`config.mk`:
```
export PLATFORM = sky130hd
export DESIGN_NAME = simon_ctrl_flat
export DESIGN_NICKNAME = d
export VERILOG_FILES = /design/src/rtl/simon_pkg.sv /design/src/rtl/simon_ctrl_if.sv /design/src/rtl/simon_timeout_ctr.sv /design/src/rtl/simon_ctrl.sv /design/src/flat_wrapper.sv
export SDC_FILE = /design/constraint.sdc
export NUM_CORES = 1
export LEC_CHECK = 0
export CAP_MARGIN = 25
export CORE_MARGIN = 2
export CORE_UTILIZATION = 45
export CTS_CLUSTER_DIAMETER = 40
export CTS_CLUSTER_SIZE = 25
export DETAILED_ROUTE_END_ITERATION = 6
export PLACE_DENSITY = 0.73
export SKIP_LAST_GASP = 1
export SYNTH_ARGS = -nofsm -noshare
export SYNTH_HDL_FRONTEND = slang
export SYNTH_SLANG_ARGS = --single-unit
```
`constraint.sdc`:
```
create_clock -name clk -period 7.5 [get_ports clk]
set_clock_uncertainty 0.1 [all_clocks]
set_input_delay 1.5 -clock clk [delete_from_list [all_inputs] [get_ports clk]]
set_output_delay 1.5 -clock clk [all_outputs]
set_load 0.005 [all_outputs]
```
`src/rtl/simon_pkg.sv`:
```
// Shared types and default parameter values for the Simon game controller.
package simon_pkg;

  localparam int unsigned N_COLOURS_DEF      = 4;
  localparam int unsigned ROUND_W_DEF        = 5;
  localparam int unsigned SPEED_W_DEF        = 3;
  localparam int unsigned SPEED_INIT_DEF     = 0;
  localparam int unsigned TIMEOUT_PULSES_DEF = 8;

  typedef enum logic [3:0] {
    StIdle,
    StSeed,
    StLoad,
    StShowOn,
    StShowOff,
    StWaitIn,
    StCheck,
    StRoundUp,
    StWin,
    StLose
  } simon_state_t;

endpackage

```
`src/rtl/simon_ctrl_if.sv`:
```
// Player/checker/flasher signal bundle for simon_ctrl; slave is the controller side.
interface simon_ctrl_if #(
  parameter int unsigned N_COLOURS = 4,
  parameter int unsigned ROUND_W   = 5,
  parameter int unsigned SPEED_W   = 3
) ();
  localparam int unsigned COL_W = (N_COLOURS > 1) ? $clog2(N_COLOURS) : 1;

  logic                 start_btn;
  logic [N_COLOURS-1:0] btn;
  logic                 result;
  logic                 pulse;
  logic                 start;
  logic                 load_colour;
  logic                 load_speed;
  logic                 rst_seedgen;
  logic                 player_turn;
  logic                 flash_clk;
  logic [ROUND_W-1:0]   check_round;
  logic [SPEED_W-1:0]   speed;
  logic [COL_W-1:0]     player_colour;
  logic                 win;
  logic                 lose;

  modport master (
    output start_btn, btn, result, pulse,
    input  start, load_colour, load_speed, rst_seedgen, player_turn, flash_clk,
    input  check_round, speed, player_colour, win, lose
  );

  modport slave (
    input  start_btn, btn, result, pulse,
    output start, load_colour, load_speed, rst_seedgen, player_turn, flash_clk,
    output check_round, speed, player_colour, win, lose
  );
endinterface

```
`src/rtl/simon_timeout_ctr.sv`:
```
// Saturating pulse counter; o_expire flags the increment that reaches LIMIT.
module simon_timeout_ctr #(
  parameter int unsigned LIMIT = 8
) (
  input  logic clk,
  input  logic rst_n,
  input  logic i_clr,
  input  logic i_inc,
  output logic o_expire
);
  localparam int unsigned CW = $clog2(LIMIT + 1);

  logic [CW-1:0] r_cnt;

  always_ff @(posedge clk or negedge rst_n) begin
    if (!rst_n) begin
      r_cnt <= '0;
    end else if (i_clr) begin
      r_cnt <= '0;
    end else if (i_inc && (r_cnt != CW'(LIMIT))) begin
      r_cnt <= r_cnt + 1'b1;
    end
  end

  assign o_expire = i_inc && (r_cnt == CW'(LIMIT - 1));
endmodule

```
`src/rtl/simon_ctrl.sv`:
```
// Simon game sequencing FSM. Define SIMON_SPEED_RAMP_EN to raise the flash speed every round.
module simon_ctrl
  import simon_pkg::*;
#(
  parameter int unsigned N_COLOURS      = N_COLOURS_DEF,
  parameter int unsigned ROUND_W        = ROUND_W_DEF,
  parameter int unsigned SPEED_W        = SPEED_W_DEF,
  parameter int unsigned SPEED_INIT     = SPEED_INIT_DEF,
  parameter int unsigned TIMEOUT_PULSES = TIMEOUT_PULSES_DEF
) (
  input logic       clk,
  input logic       rst_n,
  simon_ctrl_if.slave bus
);
  localparam int unsigned        COL_W     = (N_COLOURS > 1) ? $clog2(N_COLOURS) : 1;
  localparam logic [ROUND_W-1:0] MAX_ROUND = '1;
  localparam logic [SPEED_W-1:0] SPEED_MAX = '1;
`ifdef SIMON_SPEED_RAMP_EN
  localparam bit RAMP = 1'b1;
`else
  localparam bit RAMP = 1'b0;
`endif

  simon_state_t       r_state, w_state_d;
  logic [ROUND_W-1:0] r_idx, w_idx_d, r_len, w_len_d;
  logic [SPEED_W-1:0] r_speed, w_speed_d;
  logic [COL_W-1:0]   r_colour, w_colour_d, w_enc;
  logic r_start, r_load_colour, r_load_speed, r_rst_seedgen, r_player_turn, r_flash_clk;
  logic r_win, r_lose;
  logic w_btn_any, w_btn_one, w_last, w_expire, w_tmo_clr, w_tmo_inc;

  assign w_btn_any = |bus.btn;
  assign w_btn_one = w_btn_any && ((bus.btn & (bus.btn - 1'b1)) == '0);
  assign w_last    = (r_idx == r_len - 1'b1);
  // A press in the same cycle as a pulse takes priority, so the pulse is not counted.
  assign w_tmo_clr = (r_state != StWaitIn);
  assign w_tmo_inc = (r_state == StWaitIn) && bus.pulse && !w_btn_any;

  simon_timeout_ctr #(
    .LIMIT(TIMEOUT_PULSES)
  ) u_tmo (
    .clk     (clk),
    .rst_n   (rst_n),
    .i_clr   (w_tmo_clr),
    .i_inc   (w_tmo_inc),
    .o_expire(w_expire)
  );

  always_comb begin
    w_enc = '0;
    for (int unsigned i = 0; i < N_COLOURS; i++) begin
      if (bus.btn[i]) w_enc = COL_W'(i);
    end
  end

  always_comb begin
    w_state_d  = r_state;
    w_idx_d    = r_idx;
    w_len_d    = r_len;
    w_speed_d  = r_speed;
    w_colour_d = r_colour;
    unique case (r_state)
      StIdle:    if (bus.start_btn) w_state_d = StSeed;
      StSeed: begin
        w_len_d   = '0;
        w_state_d = StLoad;
      end
      StLoad: begin
        w_len_d   = r_len + 1'b1;
        w_idx_d   = '0;
        w_state_d = StShowOn;
      end
      StShowOn:  if (bus.pulse) w_state_d = StShowOff;
      StShowOff: begin
        if (bus.pulse) begin
          if (w_last) begin
            w_idx_d   = '0;
            w_state_d = StWaitIn;
          end else begin
            w_idx_d   = r_idx + 1'b1;
            w_state_d = StShowOn;
          end
        end
      end
      StWaitIn: begin
        if (w_btn_one) begin
          w_colour_d = w_enc;
          w_state_d  = StCheck;
        end else if (w_btn_any || w_expire) begin
          w_state_d = StLose;
        end
      end
      StCheck: begin
        if (!bus.result) begin
          w_state_d = StLose;
        end else if (!w_last) begin
          w_idx_d   = r_idx + 1'b1;
          w_state_d = StWaitIn;
        end else if (r_len == MAX_ROUND) begin
          w_state_d = StWin;
        end else begin
          if (RAMP && (r_speed != SPEED_MAX)) w_speed_d = r_speed + 1'b1;
          w_state_d = StRoundUp;
        end
      end
      StRoundUp: w_state_d = StLoad;
      StWin, StLose: if (bus.start_btn) w_state_d = StSeed;
      default:   w_state_d = StIdle;
    endcase
    if (w_state_d == StSeed) w_speed_d = SPEED_W'(SPEED_INIT);
  end

  // Outputs are decoded from the next state so they line up with the registered state.
  always_ff @(posedge clk or negedge rst_n) begin
    if (!rst_n) begin
      r_state       <= StIdle;
      r_idx         <= '0;
      r_len         <= '0;
      r_speed       <= SPEED_W'(SPEED_INIT);
      r_colour      <= '0;
      r_start       <= 1'b0;
      r_load_colour <= 1'b0;
      r_load_speed  <= 1'b0;
      r_rst_seedgen <= 1'b1;
      r_player_turn <= 1'b0;
      r_flash_clk   <= 1'b0;
      r_win         <= 1'b0;
      r_lose        <= 1'b0;
    end else begin
      r_state       <= w_state_d;
      r_idx         <= w_idx_d;
      r_len         <= w_len_d;
      r_speed       <= w_speed_d;
      r_colour      <= w_colour_d;
      r_start       <= (w_state_d == StSeed);
      r_load_colour <= (w_state_d == StLoad);
      r_load_speed  <= (w_state_d == StSeed) || (RAMP && (w_state_d == StRoundUp));
      r_rst_seedgen <= (w_state_d == StIdle);
      r_player_turn <= (w_state_d == StWaitIn);
      r_flash_clk   <= (w_state_d == StShowOn);
      r_win         <= (w_state_d == StWin);
      r_lose        <= (w_state_d == StLose);
    end
  end

  assign bus.start         = r_start;
  assign bus.load_colour   = r_load_colour;
  assign bus.load_speed    = r_load_speed;
  assign bus.rst_seedgen   = r_rst_seedgen;
  assign bus.player_turn   = r_player_turn;
  assign bus.flash_clk     = r_flash_clk;
  assign bus.check_round   = r_idx;
  assign bus.speed         = r_speed;
  assign bus.player_colour = r_colour;
  assign bus.win           = r_win;
  assign bus.lose          = r_lose;
endmodule
```
`src/flat_wrapper.sv`:
```
// flat-port wrapper written by rule: the top's interface ports become plain ports
module simon_ctrl_flat import simon_pkg::*;
#(
  parameter int unsigned N_COLOURS      = N_COLOURS_DEF,
  parameter int unsigned ROUND_W        = ROUND_W_DEF,
  parameter int unsigned SPEED_W        = SPEED_W_DEF,
  parameter int unsigned SPEED_INIT     = SPEED_INIT_DEF,
  parameter int unsigned TIMEOUT_PULSES = TIMEOUT_PULSES_DEF
)
  (clk, rst_n, bus_start_btn, bus_btn, bus_result, bus_pulse, bus_start, bus_load_colour, bus_load_speed, bus_rst_seedgen, bus_player_turn, bus_flash_clk, bus_check_round, bus_speed, bus_player_colour, bus_win, bus_lose);
  simon_ctrl_if #(.N_COLOURS(N_COLOURS), .ROUND_W(ROUND_W), .SPEED_W(SPEED_W)) bus_i ();
  input logic clk;
  input logic rst_n;
  input wire logic [$bits(bus_i.start_btn)-1:0] bus_start_btn;
  input wire logic [$bits(bus_i.btn)-1:0] bus_btn;
  input wire logic [$bits(bus_i.result)-1:0] bus_result;
  input wire logic [$bits(bus_i.pulse)-1:0] bus_pulse;
  output wire logic [$bits(bus_i.start)-1:0] bus_start;
  output wire logic [$bits(bus_i.load_colour)-1:0] bus_load_colour;
  output wire logic [$bits(bus_i.load_speed)-1:0] bus_load_speed;
  output wire logic [$bits(bus_i.rst_seedgen)-1:0] bus_rst_seedgen;
  output wire logic [$bits(bus_i.player_turn)-1:0] bus_player_turn;
  output wire logic [$bits(bus_i.flash_clk)-1:0] bus_flash_clk;
  output wire logic [$bits(bus_i.check_round)-1:0] bus_check_round;
  output wire logic [$bits(bus_i.speed)-1:0] bus_speed;
  output wire logic [$bits(bus_i.player_colour)-1:0] bus_player_colour;
  output wire logic [$bits(bus_i.win)-1:0] bus_win;
  output wire logic [$bits(bus_i.lose)-1:0] bus_lose;
  assign bus_i.start_btn = bus_start_btn;
  assign bus_i.btn = bus_btn;
  assign bus_i.result = bus_result;
  assign bus_i.pulse = bus_pulse;
  assign bus_start = bus_i.start;
  assign bus_load_colour = bus_i.load_colour;
  assign bus_load_speed = bus_i.load_speed;
  assign bus_rst_seedgen = bus_i.rst_seedgen;
  assign bus_player_turn = bus_i.player_turn;
  assign bus_flash_clk = bus_i.flash_clk;
  assign bus_check_round = bus_i.check_round;
  assign bus_speed = bus_i.speed;
  assign bus_player_colour = bus_i.player_colour;
  assign bus_win = bus_i.win;
  assign bus_lose = bus_i.lose;
  simon_ctrl #(.N_COLOURS(N_COLOURS), .ROUND_W(ROUND_W), .SPEED_W(SPEED_W), .SPEED_INIT(SPEED_INIT), .TIMEOUT_PULSES(TIMEOUT_PULSES)) u_core (.clk(clk), .rst_n(rst_n), .bus(bus_i));
endmodule
```
==> impl_metrics.yaml <==
setup_path:
  setup_crit_start_kind: "input port"
  critPathKind: "input port to register"
  worst-path-max-fanout: 6
  critical_path.endpoint_type: "register"
  worst_ep_arrival_time_ps: 3680
  data_required_critical_path_ps: 7590
  r2r_cells: 8
floorplan:
  io_pins: 27
  row_count: 22
  die_h_um: 66.6
  initial_utilization: 0.474
  core-area_mm2: 0.00372
  design.die.area_mm2: 0.00443
  fp.dieW_um: 66.6
placed_design:
  dpl-instance-area_mm2: 0.00199
  numPortBuffers: 23
  half_perimeter_wire_length_after_placement_um: 2440
  routabilityCongestion: 0.854
synth:
  compound_cell_area_share_of_the_yosys_netlist: 0.201
  yosys_warnings: 0
  synth.yosys.seq_area_share: 0.384
  post_synth_fa_ha_maj_area_fraction: 0.0426
  synth-xor-area-share: 0.0540
  synth_top_family_by_area: "simple AND/OR/NAND/NOR gates"
  post_synth_arst_share: 1.00
  synth.largest_area_cell: "dfrtp_1"
  synthDominantCellAreaShare: 0.369
  netlist_area_mm2: 0.00176
  number_of_cells_produced_by_synthesis: 204
  largest_cells_by_area_after_synthesis: "dfrtp_1, o21ai_0, nand2_1"
  portion_of_netlist_area_occupied_by_mux_cells: 0.00568
  synth_top_cells_by_count: "dfrtp_1, nand2_1, nor2_1, o21ai_0, a21oi_1"
  commonest_register_cell_after_synthesis: "dfrtp_1"
  synth-edff-count: 0
  post-synth-top-count-cell: "dfrtp_1"
  ys_ff_latch: 27
  synth.avg_cell_area_um2: 8.64
  synth_simple_gate_area_share: 0.240
  post_synth_num_cell_types: 53
global_route:
  antenna_found_initial: 0
  grt_remaining_overflow: 0
  grt_start_max_net_pins: 28
  grt.total_usage: 0.177
  first_pass_grt_wire_length_um: 6140
  grtUsageMet2: 0.279
  use_met3: 0.0220
  first_global_vias: 1389
  grt_use_met1: 0.249
  grt-busiest-layer: "met2"
power_and_ir_drop:
  power.static_leakage_nw: 0.843
  power.share.combinational: 0.483
  irDropWorstVdd_mv: 0.163
  pwr-share-clk: 0.127
  p_int_mw: 0.369
  total_power_mw: 0.658
  power_per_cell_area_mw_per_mm2: 324
  net-switching-power_mw: 0.289
  switching_share: 0.439
  sequentialPowerShare: 0.390
cells_and_area:
  diodes: 0
  filler_cell_count: 370
  fin_util: 0.547
  final_net_count: 236
  synthToLayoutAreaGrowth_pct: 15.4
  final_instance_area_mm2: 0.00203
  final_layout_size_suffix_gt1_frac: 0.0591
cts:
  hold_buffers: 0
  cts-resized-gates: 0
  buffer_type_at_the_clock_tree_root: "clkbuf_8"
  clock_sink_count: 27
  worst_skew_pair.late_latency_ps: 280
  cts_buffer_depth: 2
  clk_pin_slew_ps: 90
  tritoncts.num_buffers: 3
  ctsHtreeMaxLevel: 1
  cts.repair_timing.setup_buffer_count: 0
  cts_tree: "done"
sta:
  final_count_of_negative_setup_slack_endpoints: 0
  fin_crit_ps: 3590
  maxClockFrequency_mhz: 279
  timing.hold.ws_ps: 452
  timing.final.hold_violations: 0
  slew_headroom: 0.534
  slew_violations: 0
  rsz0062_at_grt: "false"
  setup_total_negative_slack_ps: 0
  worstMarginPinSlew_ps: 698
  final.period_utilization: 0.478
routing:
  avgViaCountPerCell: 5.55
  vias: 1487
  detailedRoute.firstIterationViolations: 52
  total_wire_length_after_detailed_routing_um: 3470
  first_pass_iters: 4
  final_antenna_net_count: 0
  post-route-drc-count: 0
  wl_per_cell_um: 13.0
status:
  status: "complete, no violations"
run:
  drv.max_cap_violation_count: 0
hold_path:
  hold_class: "register to register"
  min_path_cells: 2
-- layout by cell type, fill, tap and decap left out, types with 3 or more instances in the layout --
master	instances
dfrtp_1	26
clkdlybuf4s50_1	23
nand2_1	22
nor2_1	19
o21ai_0	18
a21oi_1	16
inv_1	11
nand3_1	7
ha_1	6
xor2_1	5
xnor2_1	4
and3_1	3
nor2b_1	3
nor4_1	3
conb_1	3
clkbuf_8	3
-- worst max-delay path, stage by stage --
cell and delay (ps):
clkdlybuf4s50_1 500, xor2_1 200, a211oi_1 410, a21boi_0 300, o22ai_1 130, a211o_1 340
nor4_2 290
-- worst paths after layout --
| check | from | endpoint | slack [ps] |
|---|---|---|---|
| max | bus_btn[3] | u_core.bus.rst_seedgen | 3910 |
| min | u_core.bus.player_colour[1] | u_core.bus.player_colour[1] | 450 |
| min in group asynchronous | rst_n | u_core.bus.lose | 1490 |
| min reg2reg | u_core.bus.player_colour[1] | u_core.bus.player_colour[1] | 450 |
| max reg2reg | u_core.r_len[0] | u_core.bus.player_turn | 4830 |
| max in group asynchronous | rst_n | u_core.bus.rst_seedgen | 5510 |
-- cell type report --
cell class | count | area (um^2) | share of cell area
Timing Repair Buffer | 24 | 238 | 0.117
Tap cell | 48 | 60.1 | 0.0295
Clock buffer | 4 | 45.0 | 0.0222
Inverter | 12 | 45.0 | 0.0222
Multi-Input combinational cell | 153 | 968 | 0.476
Sequential cell | 27 | 677 | 0.333
-- logic make-up (layout without fill, tap and decap cells) --
| logic type | Yosys count | count (layout) |
|---|---|---|
| other cells | 1 | 3 |
| mux | 1 | 1 |
| xor+xnor | 10 | 10 |
| compound gates | 55 | 55 |
| fa+ha+maj | 6 | 6 |
| simple gates | 78 | 78 |
| flops | 27 | 27 |
| buf+inv | 26 | 40 |
-- flip-flops by register name (all words and copies together), names as in the netlist, 2 cells and up --
register	flops
u_core.bus.player_colour	2
u_core.u_tmo.r_cnt	4
u_core.bus.check_round	5
u_core.r_state	4
u_core.r_len	5
-- power by group through the flow --
stage / clock (mW) / combinational [mW] / sequential [mW]
after floorplan: 0 / 0.268 / 0.214
after detailed placement: 0 / 0.316 / 0.259
after global routing: 0.0914 / 0.358 / 0.266
final: 0.0837 / 0.318 / 0.257
after global placement: 0 / 0.313 / 0.259
after CTS: 0.0869 / 0.320 / 0.256
-- through the flow --
stage | cells | setup WS (ps)
finish | 268 | 3910
CTS | 268 | 3900
global route | 268 | 3710
detailed placement | 264 | 3620
global placement | 264 | 3700
floorplan | 206 | 4420
-- metal layers --
| layer | wire (um) | share of wire |
|---|---|---|
| met5 | 0 | 0 |
| met4 | 56 | 0.016 |
| met3 | 124 | 0.036 |
| met2 | 1540 | 0.44 |
| met1 | 1750 | 0.50 |
No activity file was read; power rests on OpenSTA's default activity.
